[src/rtl/multdiv_sched.sv]
// Scheduler that issues one multiply or divide to external units and returns a tagged result.
// Optional watchdog on the busy wait: define MULTDIV_TIMEOUT_EN.
module multdiv_sched #(
  parameter int TAG_W          = 5,
  parameter int TIMEOUT_CYCLES = 40
) (
  input  logic             clk,
  input  logic             reset,
  input  logic             ctrl_MULT,
  input  logic             ctrl_DIV,
  input  logic [31:0]      data_operandA,
  input  logic [31:0]      data_operandB,
  input  logic [TAG_W-1:0] req_tag,
  input  logic             flush,
  output logic             mult_start,
  output logic             div_start,
  output logic [31:0]      unit_A,
  output logic [31:0]      unit_B,
  input  logic             mult_rdy,
  input  logic             div_rdy,
  input  logic [31:0]      mult_result,
  input  logic [31:0]      div_result,
  input  logic             mult_exc,
  input  logic             div_exc,
  output logic             stall,
  output logic             result_valid,
  output logic [31:0]      result,
  output logic [TAG_W-1:0] result_tag,
  output logic             result_exc
);

  typedef enum logic [1:0] {IDLE, MULT_BUSY, DIV_BUSY, DONE} state_t;

  state_t             r_state, w_next;
  logic [31:0]        r_A, r_B, r_result;
  logic [TAG_W-1:0]   r_tag, r_res_tag;
  logic               r_exc, r_mult_start, r_div_start;

  logic               w_accept, w_mult_go, w_div_go, w_cap, w_cap_exc, w_tmo_hit;
  logic [31:0]        w_cap_res;
  logic [TAG_W-1:0]   w_cap_tag;

`ifdef MULTDIV_TIMEOUT_EN
  localparam int CNT_W = $clog2(TIMEOUT_CYCLES + 1);
  logic [CNT_W-1:0] r_tmo;

  // Held at zero outside BUSY, so it reads 0 in the first BUSY cycle.
  always_ff @(posedge clk) begin
    if (reset || !(r_state == MULT_BUSY || r_state == DIV_BUSY)) r_tmo <= '0;
    else                                                          r_tmo <= r_tmo + 1'b1;
  end

  assign w_tmo_hit = (r_tmo == CNT_W'(TIMEOUT_CYCLES - 1));
`else
  assign w_tmo_hit = 1'b0 & (TIMEOUT_CYCLES == 0);
`endif

  always_comb begin
    w_next    = r_state;
    w_accept  = 1'b0;
    w_mult_go = 1'b0;
    w_div_go  = 1'b0;
    w_cap     = 1'b0;
    w_cap_res = '0;
    w_cap_exc = 1'b0;
    w_cap_tag = r_tag;
    unique case (r_state)
      IDLE: begin
        if (!flush && (ctrl_MULT || ctrl_DIV)) begin
          w_accept = 1'b1;
          if (ctrl_MULT && ctrl_DIV) begin
            w_next    = DONE;
            w_cap     = 1'b1;
            w_cap_exc = 1'b1;
            w_cap_tag = req_tag;
          end else if (ctrl_MULT) begin
            w_next    = MULT_BUSY;
            w_mult_go = 1'b1;
          end else begin
            w_next    = DIV_BUSY;
            w_div_go  = 1'b1;
          end
        end
      end
      MULT_BUSY: begin
        if (flush) begin
          w_next = IDLE;
        end else if (mult_rdy) begin
          w_next    = DONE;
          w_cap     = 1'b1;
          w_cap_res = mult_result;
          w_cap_exc = mult_exc;
        end else if (w_tmo_hit) begin
          w_next    = DONE;
          w_cap     = 1'b1;
          w_cap_exc = 1'b1;
        end
      end
      DIV_BUSY: begin
        if (flush) begin
          w_next = IDLE;
        end else if (div_rdy) begin
          w_next    = DONE;
          w_cap     = 1'b1;
          w_cap_res = div_result;
          w_cap_exc = div_exc;
        end else if (w_tmo_hit) begin
          w_next    = DONE;
          w_cap     = 1'b1;
          w_cap_exc = 1'b1;
        end
      end
      DONE:    w_next = IDLE;
      default: w_next = IDLE;
    endcase

    stall        = !reset && (w_accept || r_state == MULT_BUSY || r_state == DIV_BUSY);
    result_valid = !reset && !flush && (r_state == DONE);
  end

  always_ff @(posedge clk) begin
    if (reset) r_state <= IDLE;
    else       r_state <= w_next;
  end

  always_ff @(posedge clk) begin
    if (reset) begin
      r_A          <= '0;
      r_B          <= '0;
      r_tag        <= '0;
      r_result     <= '0;
      r_res_tag    <= '0;
      r_exc        <= 1'b0;
      r_mult_start <= 1'b0;
      r_div_start  <= 1'b0;
    end else begin
      r_mult_start <= w_mult_go;
      r_div_start  <= w_div_go;
      if (w_accept) begin
        r_A   <= data_operandA;
        r_B   <= data_operandB;
        r_tag <= req_tag;
      end
      if (w_cap) begin
        r_result  <= w_cap_res;
        r_exc     <= w_cap_exc;
        r_res_tag <= w_cap_tag;
      end
    end
  end

  assign mult_start = r_mult_start;
  assign div_start  = r_div_start;
  assign unit_A     = r_A;
  assign unit_B     = r_B;
  assign result     = r_result;
  assign result_tag = r_res_tag;
  assign result_exc = r_exc;

endmodule

[config.mk]
export PLATFORM = sky130hd
export DESIGN_NAME = multdiv_sched
export DESIGN_NICKNAME = d
export VERILOG_FILES = /design/src/rtl/multdiv_sched.sv
export SDC_FILE = /design/constraint.sdc
export NUM_CORES = 1
export LEC_CHECK = 0
export BUFFER_PORTS_ARGS = -buffer_cell sky130_fd_sc_hd__clkbuf_2
export CAP_MARGIN = 20
export CELL_PAD_IN_SITES_DETAIL_PLACEMENT = 1
export CELL_PAD_IN_SITES_GLOBAL_PLACEMENT = 1
export CORE_UTILIZATION = 31
export CTS_CLUSTER_SIZE = 25
export DETAILED_ROUTE_END_ITERATION = 10
export GPL_TIMING_DRIVEN = 0
export PLACE_DENSITY_LB_ADDON = 0.1
export SETUP_SLACK_MARGIN = 0.2
export SKIP_LAST_GASP = 1
export SLEW_MARGIN = 20
export SYNTH_ARGS = -nofsm -noshare
export SYNTH_HDL_FRONTEND = slang
export SYNTH_SLANG_ARGS = --single-unit
[constraint.sdc]
create_clock -name clk -period 1.8 [get_ports clk]
set_input_delay 0.27 -clock clk [delete_from_list [all_inputs] [get_ports clk]]
set_output_delay 0.27 -clock clk [all_outputs]
set_load 0.01 [all_outputs]
==> results.json, run 1 <==
{
  "status": "complete, but fails checks",
  "violations": "negative setup slack",
  "layout_commonest_cell": "clkbuf_2",
  "antenna_found_initial": 0,
  "final_cell_mix": "clkbuf_2 (248), nand2_1 (126), dfxtp_1 (109), a21oi_1 (67), nand3b_1 (34)",
  "ant_nets": 0,
  "dp.cells": 947,
  "yosysWarningCount": 0,
  "rows": 44,
  "die-area_um2": 15300,
  "cts.sinks": 111,
  "multiInputGateArea_um2": 2496,
  "grt_overflow": 0,
  "clk_pin_slew_worst_paths_ns": 0.08,
  "fmax_ghz": 0.4921,
  "power.internal_mw": 5.139,
  "seq_power_share_pct": 36.9,
  "diodes": 0,
  "core_um2": 14480,
  "fillerInstances": 1725,
  "die_y_um": 123.7,
  "clkPwrFrac_pct": 27.6,
  "gp_congestion": 0.7179,
  "synth_area_um2": 4592,
  "grt_pass1_vias": 4984,
  "p_comb_share_pct": 35.5,
  "cp.arrival_ns": 1.76,
  "setup_ws_ns": -0.2322,
  "finalClockSkew_ns": 0.009787,
  "start_util_pct": 31.71,
  "power_density_nw_per_um2": 973.2,
  "synthFlopType": "dfxtp_1",
  "total_power_mw": 7.506,
  "clockBufferDepth": 2,
  "wl_per_cell_um": 17.11,
  "hold_buffers": 0,
  "hp-class": "input port to flop",
  "avgSynthCellArea_um2": 8.899,
  "fin_crit_ns": 2.032,
  "synth_cell_types": 29,
  "final_cell_area_um2": 7712,
  "drv_slew": 0,
  "cts-root-buf": "clkbuf_16",
  "grt_pass1_wl_mm": 25.12,
  "period_share_pct": 112.9,
  "drt_first_pass_iters": 4,
  "critPathMaxFanout": 2,
  "cts_max_level": 3,
  "syn-num-nets": 663,
  "seqCellArea_um2": 2230,
  "worstPathRequired_ns": 1.53,
  "syn_inst": 516,
  "post_dp_cell_area_um2": 6097,
  "crit_path_end_kind": "primary output",
  "fin_nets": 975,
  "layout.cells.non_filler": 1017,
  "hold_viol_final": 0,
  "vias_per_cell": 4.918,
  "rsz0062_at_grt": "yes",
  "design.portCount": 248,
  "synth_edf_count": 0,
  "setup_violations": 41,
  "io_buffers": 247,
  "worstSkewPairLatency_ns": 0.35,
  "post-route-drc-count": 0,
  "ys_ff_latch": 111,
  "cts_made_buffers": 9,
  "via_count": 5002,
  "timing_worst_setup_path_type": "flop to primary output",
  "async_flop_share_pct": 0,
  "ys_seq_area_share_pct": 48.39,
  "hold-worst-slack_ns": 0.1325,
  "max_cap_violations": 0,
  "dp_hpwl_mm": 12.01,
  "fp.dieW_um": 123.7,
  "dr.first_iter.drc_count": 147,
  "area_growth_pct": 67.96,
  "routed_wl_mm": 17.40,
  "grtUsageTotal_pct": 21.32,
  "final_layout_size_suffix_gt1_share_pct": 51.26,
  "p_switching_mw": 2.366,
  "ir_drop_mv": 0.6042,
  "sw_frac_of_total_pct": 31.53,
  "tightest_slew_ns": 0.9266,
  "critPathLaunchType": "flop",
  "cts_tree": "done",
  "slew_headroom_pct": 38.23,
  "grt_max_degree": 19,
  "leakage_nw": 3.389
}
[power groups by stage]
stage	registers, mW	clock network [mW]	logic [mW]
6_report	2.77	2.07	2.66
3_5_place_dp	2.82	0	1.59
3_3_place_gp	2.81	0	1.53
4_1_cts	2.77	2.12	2.10
5_1_grt	2.80	2.23	2.87
2_1_floorplan	2.89	0	0.870
[cell families (layout without fill, tap and decap cells)]
group,after synthesis,count (layout),synth area share (%)
muxes,5,5,1.090
buffers and inverters,48,365,5.395
DFF,111,111,48.39
adders and majority gates,5,5,1.362
and+or+nand+nor,196,196,20.19
AOI/OAI and AO/OA,151,151,23.57
[cell usage after synthesis (3+ instances only)]
cell type,count,share of area [%]
nor2_1,9,0.74
dfxtp_1,111,48
nand3b_1,34,5.6
mux2i_1,5,1.1
clkbuf_1,18,1.5
buf_4,3,0.49
a22oi_1,33,5.4
a21oi_1,75,8.2
nand2b_1,4,0.54
nand2_1,139,11
ha_1,5,1.4
buf_2,21,2.3
o31ai_1,4,0.65
o31ai_2,28,7.6
buf_6,4,0.98
a211oi_1,5,0.82
[flip-flops by register name (all words and copies together) (netlist names)]
name	cells
result_tag	5
mult_start	1
r_tag	5
result_exc	1
unit_A	32
result	32
div_start	1
r_state	2
unit_B	32
[per-stage QoR]
stage | setup WS, ns | util, % | setup TNS [ns]
after floorplan | 0.1937 | - | 0
after global placement | -0.1921 | 42.11 | -3.372
after detailed placement | -0.3693 | 42.11 | -8.765
after CTS | -0.2297 | 48.50 | -5.833
after global routing | -0.2797 | 53.27 | -8.260
final | -0.2322 | 53.27 | -4.059
[final cells by class]
type	instances	share of cell area (%)
well taps	184	2.985
repair buffers	301	26.14
inverters	2	0.1622
multi-input cells	357	32.37
clock inverters	6	0.8598
plain buffers	46	5.483
clock buffers	10	3.099
flip-flops and latches	111	28.91
[repair_timing]
action / CTS / global route
setup endpoints to repair: 108 / 113
pin swaps: 33 / 18
setup buffers: 28 / 10
resized for setup: 67 / 105
gates cloned: 7 / 9
[worst max-delay path, stage by stage, from the launching register on]
cell and delay (ns):
dfxtp_4 0.36, inv_4 0.06, ha_4 0.13, or3b_4 0.38, buf_6 0.13, buf_8 0.11
a21oi_4 0.12, buf_6 0.12
[metal layers]
metal	global-route usage [%]	part of all wire (%)	up-vias
li1	-	-	2432
met1	24.10	40	2376
met2	38.92	51	168
met3	5.495	7.2	26
met4	6.401	1.9	0
met5	0	0	-
[final timing paths]
path,startpoint,cells after the start,slack [ns],to
worst max-delay path,r_state[0],7,-0.23,stall
worst max register to register,r_state[0],13,-0.19,result[24]
worst min register to register,unit_B[20],2,0.46,unit_B[20]
worst min-delay path,data_operandB[2],3,0.13,unit_B[2]
No activity file was read; power rests on OpenSTA's default activity.
==> run 2: changes to the inputs <==
CELL_PAD_IN_SITES_GLOBAL_PLACEMENT = 2   (was 1)
CORE_UTILIZATION = 24   (was 31)
==> run 2 against run 1 <==
Net effect:
- the flow still finishes with violations (negative setup slack)
- worst hold slack got worse by 0.0033 ns
- non-clock buffer count down 38
- die area up 29%
- flip-flop and latch count stayed put
- first-iteration DRC count fell by 22%
- global-route usage decreased by 5.2 points
- via count decreased by 6.1%
==> results.json, run 2 (synthesis gave the netlist of run 1 again) <==
{
  "hold_viol_final": 0,
  "worstSkewPairLatency_ns": 0.35,
  "clockBufferDepth": 2,
  "layout_commonest_cell": "clkbuf_2",
  "seqCellArea_um2": 2230,
  "post-route-drc-count": 0,
  "hp-class": "input port to flop",
  "ir_drop_mv": 0.4448,
  "fp.dieW_um": 140.3,
  "final_layout_size_suffix_gt1_share_pct": 43.70,
  "vias_per_cell": 4.567,
  "crit_path_end_kind": "primary output",
  "crit_chain": "inv_4 -> ha_4 -> or3b_1 -> buf_6 -> buf_8 -> a21oi_4 -> buf_6",
  "power.internal_mw": 4.524,
  "final_cell_mix": "clkbuf_2 (249), nand2_1 (139), dfxtp_1 (109), a21oi_1 (74), nand3b_1 (34)",
  "cts_max_level": 3,
  "hold_buffers": 0,
  "core_um2": 18710,
  "start_util_pct": 24.55,
  "multiInputGateArea_um2": 2170,
  "fin_nets": 937,
  "wl_per_cell_um": 15.50,
  "critPathLaunchType": "flop",
  "drt_first_pass_iters": 4,
  "power_density_nw_per_um2": 981.7,
  "critPathMaxStageDelay_ns": 0.35,
  "hold-worst-slack_ns": 0.1292,
  "status": "complete, but fails checks",
  "total_power_mw": 6.568,
  "slowest_stage": "dfxtp_4",
  "grt_pass1_wl_mm": 24.69,
  "grt_pass1_vias": 4856,
  "grt_max_degree": 18,
  "p_switching_mw": 2.044,
  "finalClockSkew_ns": 0.01051,
  "max_cap_violations": 0,
  "leakage_nw": 2.949,
  "cp.arrival_ns": 1.71,
  "met1_usage_pct": 18.21,
  "setup_ws_ns": -0.1780,
  "crit_path_frequent_cell": "buf_6",
  "clk_pin_slew_worst_paths_ns": 0.08,
  "tightest_slew_ns": 0.7036,
  "fmax_ghz": 0.5056,
  "grt_overflow": 0,
  "fin_util_pct": 35.77,
  "cts_tree": "done",
  "area_growth_pct": 45.69,
  "fillerInstances": 2288,
  "drv_slew": 0,
  "seq_power_share_pct": 42.1,
  "rsz0062_at_grt": "yes",
  "setup_violations": 1,
  "use_met2_pct": 29.34,
  "io_buffers": 247,
  "dp_hpwl_mm": 12.40,
  "post-place-ws_ns": -0.4301,
  "timing_worst_setup_path_type": "flop to primary output",
  "cts_made_buffers": 9,
  "diodes": 0,
  "cts-root-buf": "clkbuf_16",
  "p_comb_share_pct": 26.8,
  "grt-busiest-layer": "met2",
  "grtUsageTotal_pct": 16.15,
  "gp_congestion": 0.7116,
  "critPathMaxFanout": 2,
  "ant_nets": 0,
  "slew_headroom_pct": 53.09,
  "clkPwrFrac_pct": 31.1,
  "fin_crit_ns": 1.978,
  "violations": "negative setup slack",
  "design.portCount": 248,
  "gr-usage-met3_pct": 4.000,
  "cts.sinks": 111,
  "worstPathRequired_ns": 1.53,
  "dr.first_iter.drc_count": 115,
  "via_count": 4695,
  "die-area_um2": 19690,
  "sw_frac_of_total_pct": 31.13,
  "routed_wl_mm": 15.93,
  "rows": 50,
  "period_share_pct": 109.9,
  "antenna_found_initial": 0,
  "die_y_um": 140.3
}
==> run 2: timing repair <==
item / in CTS / in global routing
endpoints found under the setup margin: 109 / 111
resized for setup: 12 / 30
pin swaps: 3 / 0
buffers inserted: 8 / 8
==> run 2: metal layers <==
metal	up-vias	part of all wire, %
li1	2345	-
met4	0	1.6
met2	138	51
met1	2193	42
met5	-	0
met3	19	5.9
==> run 2: power by group through the flow <==
stage / Combinational, mW / Clock (mW) / Sequential, mW
2_1_floorplan: 0.870 / 0 / 2.89
3_3_place_gp: 1.56 / 0 / 2.81
3_5_place_dp: 1.60 / 0 / 2.83
4_1_cts: 1.68 / 2.13 / 2.77
5_1_grt: 1.94 / 2.24 / 2.80
6_report: 1.76 / 2.04 / 2.77
==> run 2: worst max-delay path: cells and delay by family, from the launching register on <==
kind	cells	cell delay, ns
compound gates	1	0.11
fa+ha+maj	1	0.12
simple gates	1	0.35
buf+inv	4	0.42
flops	1	0.35
==> run 2: final timing paths <==
path / startpoint / endpoint / slack, ns / cells after the start
worst min-delay path: data_operandB[16] / unit_B[16] / 0.13 / 3
worst min register to register: unit_A[2] / unit_A[2] / 0.46 / 2
worst max register to register: r_state[0] / result[1] / 0.01 / 7
worst max-delay path: r_state[0] / stall / -0.18 / 7
==> run 2: layout make-up <==
class                           count  area share [%]
Multi-Input combinational cell    357           32.43
Tap cell                          234           4.376
Clock buffer                       10           3.572
Clock inverter                      5          0.8790
Inverter                            2          0.1870
Sequential cell                   111           33.33
Timing Repair Buffer              263           20.37
Buffer                             46           4.863
==> run 2: through the flow <==
| stage | instances | instance area, um2 | setup TNS (ns) |
|---|---|---|---|
| floorplan | 516 | 4631 | 0 |
| global placement | 997 | 6160 | -8.100 |
| detailed placement | 997 | 6160 | -13.03 |
| CTS | 1020 | 6556 | -8.812 |
| global route | 1028 | 6690 | -4.555 |
| finish | 1028 | 6690 | -0.1780 |
==> run 3: changes to the inputs <==
==> constraint.sdc (replaced) <==
create_clock -name clk -period 1.8 [get_ports clk]
set_input_delay 0.09 -clock clk [delete_from_list [all_inputs] [get_ports clk]]
set_output_delay 0.09 -clock clk [all_outputs]
set_load 0.01 [all_outputs]
==> run 3 against run 2 <==
Net effect:
- the run still ends with negative setup slack left
- first-iteration DRC count grew 0.87%
- routed wire length grew 10%
- critical endpoint is now result[16]
- worst setup slack gained 0.10 ns
- critical path depth grew 4
- non-clock buffer count grew 94
- core utilization grew 7.2 points
- largest power group unchanged
- clock power is essentially flat
- design area grew 20%
- via count grew 7.4%
- highest routed layer unchanged
- critical path type is now flop to flop
==> results.json, run 3 (synthesis gave the netlist of run 1 again) <==
{
  "final_cell_mix": "clkbuf_2 (249), nand2_1 (133), dfxtp_1 (109), a21oi_1 (71), dlygate4sd3_1 (70)",
  "critPathMaxFanout": 6,
  "io_buffers": 247,
  "layout_commonest_cell": "clkbuf_2",
  "cts-root-buf": "clkbuf_16",
  "routed_wl_mm": 17.60,
  "post-route-drc-count": 0,
  "dp.cells": 997,
  "max_cap_violations": 0,
  "vias_per_cell": 4.498,
  "rsz0062_at_grt": "yes",
  "die-area_um2": 19690,
  "hold-worst-slack_ns": 0.07475,
  "power_density_nw_per_um2": 897.3,
  "fin_nets": 1031,
  "finalClockSkew_ns": 0.008281,
  "dr.first_iter.drc_count": 116,
  "gp_congestion": 0.7152,
  "crit-reg2reg-launch": "r_state[0]",
  "cp.arrival_ns": 2.11,
  "tightest_slew_ns": 0.6663,
  "critPathLaunchType": "flop",
  "grt_pass1_vias": 5127,
  "fp.dieW_um": 140.3,
  "final_layout_size_suffix_gt1_share_pct": 45.55,
  "rows": 50,
  "layout.cells.non_filler": 1121,
  "core_um2": 18710,
  "timing_worst_setup_path_type": "flop to flop",
  "clk_pin_slew_worst_paths_ns": 0.07,
  "design.portCount": 248,
  "min_from": "mult_result[13]",
  "worstSkewPairLatency_ns": 0.35,
  "fmax_ghz": 0.5335,
  "dp_hpwl_mm": 12.41,
  "start_util_pct": 24.55,
  "slew_headroom_pct": 55.58,
  "final_cell_area_um2": 8038,
  "via_count": 5042,
  "area_growth_pct": 75.04,
  "grt_pass1_wl_mm": 26.97,
  "grt_max_degree": 17,
  "diodes": 0,
  "drt_first_pass_iters": 4,
  "r2r_cells": 11,
  "setup_violations": 19,
  "leakage_nw": 3.509,
  "total_power_mw": 7.212,
  "wl_per_cell_um": 15.70,
  "cts_max_level": 3,
  "ir_drop_mv": 0.5631,
  "status": "complete, but fails checks",
  "violations": "negative setup slack",
  "grt_overflow": 0,
  "reg2reg_to": "result[16]",
  "cts_made_buffers": 9,
  "fin_util_pct": 42.97,
  "clockBufferDepth": 2,
  "drv_slew": 0,
  "r2r_setup_slack_ns": -0.07,
  "crit_path_end_kind": "flop",
  "hp-class": "input port to flop",
  "post_dp_cell_area_um2": 6133,
  "period_share_pct": 104.1,
  "fin_crit_ns": 1.874,
  "setup_ws_ns": -0.07438,
  "cts_tree": "done",
  "min_to": "result[13]",
  "die_y_um": 140.3,
  "antenna_found_initial": 0,
  "cts.sinks": 111,
  "grtUsageTotal_pct": 17.56,
  "ant_nets": 0,
  "holdPathStages": 3,
  "hold_viol_final": 0,
  "worstPathRequired_ns": 2.03
}
==> run 3: cell types whose count changed in the layout (fill, tap and decap cells not counted), sizes merged <==
cell,change
clkinvlp,-1
dlygate4sd3,+70
clkbuf,-3
buf,+27
==> run 3: final cells by class <==
cell class | count | area, um2
clock inverter | 4 | 47.55
inverter | 2 | 12.51
clock buffer | 10 | 239.0
sequential | 111 | 2230
buffer | 46 | 386.6
tap | 234 | 292.8
multi-input combinational | 357 | 2389
fill | 2203 | 10670
timing repair buffer | 357 | 2441
==> run 3: timing repair <==
item	CTS	global route
endpoints found under the hold margin	70	0
endpoints found under the setup margin	112	112
resized for setup	84	52
buffers inserted	22	10
pin swaps	21	12
cloned	7	1
hold buffers	70	0
==> run 3: worst max path at each step <==
stage | from | end | slack, ns | cells after the start
floorplan | r_state[0] | result[11] | 0.20 | 7
global placement | r_state[0] | result[10] | -0.42 | 7
detailed placement | r_state[0] | result[10] | -0.48 | 7
CTS | r_state[1] | stall | -0.05 | 7
global route | r_state[0] | result[16] | -0.14 | 11
finish | r_state[0] | result[16] | -0.07 | 11
==> run 3: power by group <==
group / total [mW] / switching [mW] / internal (mW)
Combinational: 2.43 / 1.22 / 1.22
Sequential: 2.77 / 0.108 / 2.66
Clock: 2.01 / 0.913 / 1.10
Total: 7.21 / 2.24 / 4.97
==> run 3: critical path: stages, from the launching register on <==
cell and delay, ns:
dfxtp_4 0.36, inv_4 0.06, ha_4 0.15, buf_6 0.09, buf_6 0.09, nand4b_4 0.12, a31o_4 0.28, buf_8 0.15
buf_8 0.14, buf_8 0.12, nand3b_1 0.13, o31ai_4 0.08
==> run 3: per-stage QoR <==
stage	worst slack, ns	setup TNS [ns]
floorplan	0.1989	0
global placement	-0.4214	-10.86
detailed placement	-0.4845	-17.12
CTS	-0.05002	-0.6219
global route	-0.1440	-2.624
finish	-0.07438	-0.5641
==> run 3: metal layers <==
layer / GRT usage [%] / share of wire (%) / wire [um] / vias to the layer above
li1: - / - / - / 2533
met1: 21.15 / 43 / 7515 / 2356
met2: 31.18 / 51 / 8994 / 139
met3: 3.419 / 4.9 / 855 / 14
met4: 5.784 / 1.3 / 229 / 0
met5: 0 / 0 / 0 / -
